==> config.mk <==
export PLATFORM = sky130hd
export DESIGN_NAME = hazard_ctrl_unit
export DESIGN_NICKNAME = d
export VERILOG_FILES = /design/src/rtl/hazard_ctrl_unit.sv
export SDC_FILE = /design/constraint.sdc
export NUM_CORES = 1
export LEC_CHECK = 0
export CORE_MARGIN = 2
export CORE_UTILIZATION = 43
export DETAILED_ROUTE_END_ITERATION = 10
export PLACE_DENSITY = 0.87
export SYNTH_ARGS = -nofsm -noshare
export SYNTH_HDL_FRONTEND = slang
export SYNTH_SLANG_ARGS = --single-unit
==> constraint.sdc <==
create_clock -name clk -period 2.6 [get_ports clk]
set_input_delay 0.52 -clock clk [delete_from_list [all_inputs] [get_ports clk]]
set_output_delay 0.52 -clock clk [all_outputs]
set_load 0.02 [all_outputs]
==> src/rtl/hazard_ctrl_unit.sv <==
// Pipeline hazard controller: RAW detection, load-use stall sequencing,
// memory-wait freeze, operand forwarding selects and a stall statistics counter.
module hazard_ctrl_unit #(
  parameter int          REG_ADDR_W = 4,
  parameter int unsigned FWD_EN     = 1,
  parameter int          STAT_W     = 16
) (
  input  logic                  clk,
  input  logic                  rst,
  input  logic                  Exe_WB_EN,
  input  logic                  Mem_WB_EN,
  input  logic                  EXE_MEM_R_EN,
  input  logic                  Two_src,
  input  logic [REG_ADDR_W-1:0] src1,
  input  logic [REG_ADDR_W-1:0] src2,
  input  logic [REG_ADDR_W-1:0] Exe_Dest,
  input  logic [REG_ADDR_W-1:0] Mem_Dest,
  input  logic                  mem_ready,
  input  logic                  clr_stats,
  output logic                  hazard_Detected,
  output logic                  freeze,
  output logic [1:0]            fwd_sel1,
  output logic [1:0]            fwd_sel2,
  output logic [1:0]            state,
  output logic [STAT_W-1:0]     stall_count
);

  // state    | meaning
  // IDLE     | normal issue, hazards evaluated
  // LU_STALL | one bubble inserted for a RAW / load-use hazard
  // MEM_WAIT | data memory busy, whole pipeline frozen
  typedef enum logic [1:0] {
    IDLE     = 2'b00,
    LU_STALL = 2'b01,
    MEM_WAIT = 2'b10
  } state_t;

  state_t            state_q, state_d;
  logic [1:0]        sel1_q, sel1_d, sel2_q, sel2_d;
  logic [STAT_W-1:0] cnt_q, cnt_d;

  logic m1e, m1m, m2e, m2m, raw_hazard, haz;

  function automatic logic [1:0] pick_src(input logic exe_hit, input logic mem_hit);
    if (exe_hit)      pick_src = 2'b01;
    else if (mem_hit) pick_src = 2'b10;
    else              pick_src = 2'b00;
  endfunction

  always_comb begin
    m1e = (src1 == Exe_Dest) & Exe_WB_EN;
    m1m = (src1 == Mem_Dest) & Mem_WB_EN;
    m2e = (src2 == Exe_Dest) & Exe_WB_EN & Two_src;
    m2m = (src2 == Mem_Dest) & Mem_WB_EN & Two_src;
    if (FWD_EN != 0) raw_hazard = (m1e | m2e) & EXE_MEM_R_EN;
    else             raw_hazard = m1e | m1m | m2e | m2m;
  end

  always_comb begin
    haz     = 1'b0;
    state_d = state_q;
    unique case (state_q)
      IDLE:     haz = raw_hazard;
      LU_STALL: haz = (FWD_EN != 0) ? 1'b0 : raw_hazard;
      default:  haz = 1'b0;
    endcase
    // A pending memory access dominates every other request.
    freeze          = ~mem_ready;
    hazard_Detected = haz & mem_ready;

    if (!mem_ready) begin
      state_d = MEM_WAIT;
    end else begin
      unique case (state_q)
        IDLE:     state_d = hazard_Detected ? LU_STALL : IDLE;
        LU_STALL: state_d = hazard_Detected ? LU_STALL : IDLE;
        default:  state_d = IDLE;
      endcase
    end
  end

  always_comb begin
    sel1_d = sel1_q;
    sel2_d = sel2_q;
    if (FWD_EN == 0) begin
      sel1_d = 2'b00;
      sel2_d = 2'b00;
    end else if (!freeze) begin
      if (hazard_Detected) begin
        sel1_d = 2'b00;
        sel2_d = 2'b00;
      end else begin
        sel1_d = pick_src(m1e, m1m);
        sel2_d = pick_src(m2e, m2m);
      end
    end
  end

  always_comb begin
    cnt_d = cnt_q;
    if (clr_stats)
      cnt_d = '0;
    else if ((hazard_Detected | freeze) && (cnt_q != {STAT_W{1'b1}}))
      cnt_d = cnt_q + 1'b1;
  end

  always_ff @(posedge clk) begin
    if (rst) begin
      state_q <= IDLE;
      sel1_q  <= 2'b00;
      sel2_q  <= 2'b00;
      cnt_q   <= '0;
    end else begin
      state_q <= state_d;
      sel1_q  <= sel1_d;
      sel2_q  <= sel2_d;
      cnt_q   <= cnt_d;
    end
  end

  assign fwd_sel1    = sel1_q;
  assign fwd_sel2    = sel2_q;
  assign state       = state_q;
  assign stall_count = cnt_q;

endmodule

==> flow_summary_export.csv <==
group,metric,value,unit
clocking,cts_tree,"built",
setup_path,crit_path_max_fanout,3,
power_and_ir_drop,swShare,26.5,%
power_and_ir_drop,ir_drop,0.328,mV
timing,worstMarginPinSlew,0.427,ns
yosys,synthCells,158,
cells_and_area,fillers,223,
power_and_ir_drop,p_leak,0.705,nW
cells_and_area,num_antenna_cells,0,
timing,min_period,2.55,ns
timing,setup_tns,0,ns
timing,fmax,393,MHz
cells_and_area,drive_gt1_share,16.7,%
global_route,track_usage,24.8,%
routing,totalWireLength,3990,microns
clocking,numCtsBuffers,3,
die,num_rows,19,
yosys,synth_area,0.00127,sq mm
power_and_ir_drop,p_comb_share,21.5,%
clocking,cts-root-buf,"clkbuf_4",
die,die_w,58.3,microns
cells_and_area,nets,249,
placement,dp.final_hpwl,3130,microns
die,initial_utilization,45.5,%
yosys,synth-seq-area-share,34.8,%
cells_and_area,stdcell_count,253,
die,boundaryPins,48,
global_route,grt_pass1_wl,6500,microns
yosys,synth_edf_count,0,
clocking,clock-sinks,22,
setup_path,critPathLaunchType,"input port",
setup_path,r2r_slack,0.43,ns
global_route,grt_max_degree,22,
die,core_area,0.00278,sq mm
global_route,grt-ovfl-total,0,
power_and_ir_drop,internal_power,0.000468,W
min_path,hp-class,"flip-flop to flip-flop",
setup_path,end_kind,"output pin",
clocking,clk_latency,0.31,ns
clocking,ctsHoldBuffers,0,
job,drv_cap,0,
timing,finalCritPeriodShare,97.9,%
routing,drt_iter0_drc,113,
timing,rsz0062_at_grt,"false",
die,fp.dieH,58.3,microns
placement,dp.cells,249,
yosys,ys_warn_count,0,
placement,portBuffers,47,
setup_path,crit_type,"input port to output pin",
status,outcome,"complete, no violations",
routing,vias,1508,
clocking,path_clk_slew,0.11,ns
yosys,synthDistinctLibCells,37,
power_and_ir_drop,powerDensity,329,mW/mm^2
routing,wire_per_inst,15.8,microns
yosys,synth_nets,183,
routing,drc,0,
timing,report.final.slew_viol_count,0,
cells_and_area,seq_area,440,sq um
global_route,antenna_found_initial,0,
setup_path,cp_data_required_time,2.08,ns
timing,relSlewSlack,71.3,%
power_and_ir_drop,seqPwrFrac,53.8,%
cells_and_area,final_core_util,69.5,%
clocking,htree_levels,1,
setup_path,cp.arrival,2.03,ns
routing,vias_per_cell,5.96,
cells_and_area,multiInputGateArea,800,sq um
power_and_ir_drop,total_power,0.000636,W
yosys,ys.flop_type,"dfxtp_1",
timing,hold_viol_final,0,
global_route,grt_pass1_vias,1401,
power_and_ir_drop,p_sw,0.000168,W
timing,clock_skew,0.00264,ns
routing,firstDrtPassIters,5,
yosys,async_reset_ff_share,0,%
clocking,clockBufferDepth,2,
die,dieArea,0.00339,sq mm
routing,ant_nets,0,
yosys,ys_ff_latch,22,
power_and_ir_drop,clkPwrFrac,24.8,%
yosys,syn_avg_cell_area,8.01,sq um
cells_and_area,syn2layout_area_growth,52.8,%
timing,setup_violations,0,
placement,gp_congestion,0.896,
## critical path, cell delays in order
cell	delay, ns
dlygate4sd2_1	0.27
a22o_1	0.22
or4_4	0.55
a211oi_2	0.27
buf_4	0.18
## timing repair
item	CTS	global route
resized for setup	16	8
setup endpoints to repair	1	1
setup buffers	0	1
pin swaps	3	3
endpoints found under the hold margin	0	0
## flip-flops by register name, summed over array words and instances, names as in the netlist
signal	cells
state	2
fwd_sel2	2
stall_count	16
fwd_sel1	2
## metal layers
layer	share of wire (%)	GRT usage [%]
met3	7.0	5.36
met4	2.3	8.31
met1	40	30.7
met5	0	0
met2	51	42.5
## through the flow
step | hold WS (ns) | area (sq um) | setup slack, ns
2_1_floorplan | 0.541 | 1270 | 0.170
3_3_place_gp | 0.453 | 1890 | -0.675
3_5_place_dp | 0.458 | 1890 | -0.753
4_1_cts | 0.480 | 1910 | 0.00569
5_1_grt | 0.510 | 1930 | 0.0000242
6_report | 0.477 | 1930 | 0.0549
## power groups by stage
stage,clock network (W),registers (W),logic [W]
after floorplan,0,0.000352,0.0000505
after global placement,0,0.000349,0.000127
after detailed placement,0,0.000350,0.000132
after CTS,0.000159,0.000342,0.000131
after global routing,0.000171,0.000342,0.000146
final,0.000157,0.000342,0.000136
## cells by family after synthesis
| kind of cell | count (synthesis) | synth area share [%] |
|---|---|---|
| AND/OR/NAND/NOR | 74 | 32.2 |
| AO/OA/AOI/OAI | 36 | 17.8 |
| flip-flops | 22 | 34.8 |
| XOR/XNOR | 13 | 8.99 |
| buffers and inverters | 11 | 4.45 |
| multiplexers | 1 | 0.791 |
| adder cells (fa/ha/maj) | 1 | 0.988 |
## cells in the mapped netlist (3+ instances only)
| master | n | area share (%) |
|---|---|---|
| dfxtp_1 | 22 | 35 |
| a21oi_1 | 15 | 5.9 |
| nand3_1 | 14 | 5.5 |
| nand2_1 | 13 | 3.9 |
| nor2_1 | 10 | 3.0 |
| or4_1 | 8 | 4.7 |
| xor2_1 | 8 | 5.5 |
| or3_1 | 6 | 3.0 |
| clkbuf_1 | 5 | 1.5 |
| o21ai_1 | 5 | 2.0 |
| o31ai_1 | 5 | 3.0 |
| xnor2_1 | 5 | 3.5 |
| nand4_1 | 4 | 2.0 |
| nor4_1 | 4 | 2.0 |
| nor3_1 | 3 | 1.2 |
## layout make-up
type | instances | share of cell area, %
sequential | 22 | 22.8
clock buffer | 3 | 1.16
tap | 31 | 2.01
multi-input combinational | 125 | 41.3
inverter | 3 | 0.582
timing repair buffer | 69 | 32.1
## cells in the final DEF, fill, tap and decap left out, drive strengths merged, types with 2 or more instances in the layout
| cell | n |
|---|---|
| or2 | 2 |
| a41oi | 2 |
| nand2b | 2 |
| clkdlybuf4s50 | 37 |
| inv | 3 |
| a21oi | 15 |
| nand2 | 13 |
| nor3 | 3 |
| buf | 23 |
| clkbuf | 5 |
| nor2 | 10 |
| xor2 | 8 |
| o31a | 2 |
| dfxtp | 22 |
| o21ai | 6 |
| nor4 | 4 |
| a211oi | 2 |
| o31ai | 5 |
| dlygate4sd2 | 5 |
| or3 | 6 |
| or4 | 8 |
| and3 | 2 |
| xnor2 | 5 |
| nand4 | 4 |
| dlymetal6s2s | 2 |
| or4b | 2 |
| nand3 | 14 |
## final timing paths
kind                        from               to  cells past startpoint
hold reg to reg      fwd_sel2[1]      fwd_sel2[1]                      2
setup / recovery     Exe_Dest[3]  hazard_Detected                      5
setup reg to reg  stall_count[7]  stall_count[11]                      6
hold / removal       fwd_sel2[1]      fwd_sel2[1]                      2
(Power assumes the default switching activity.)
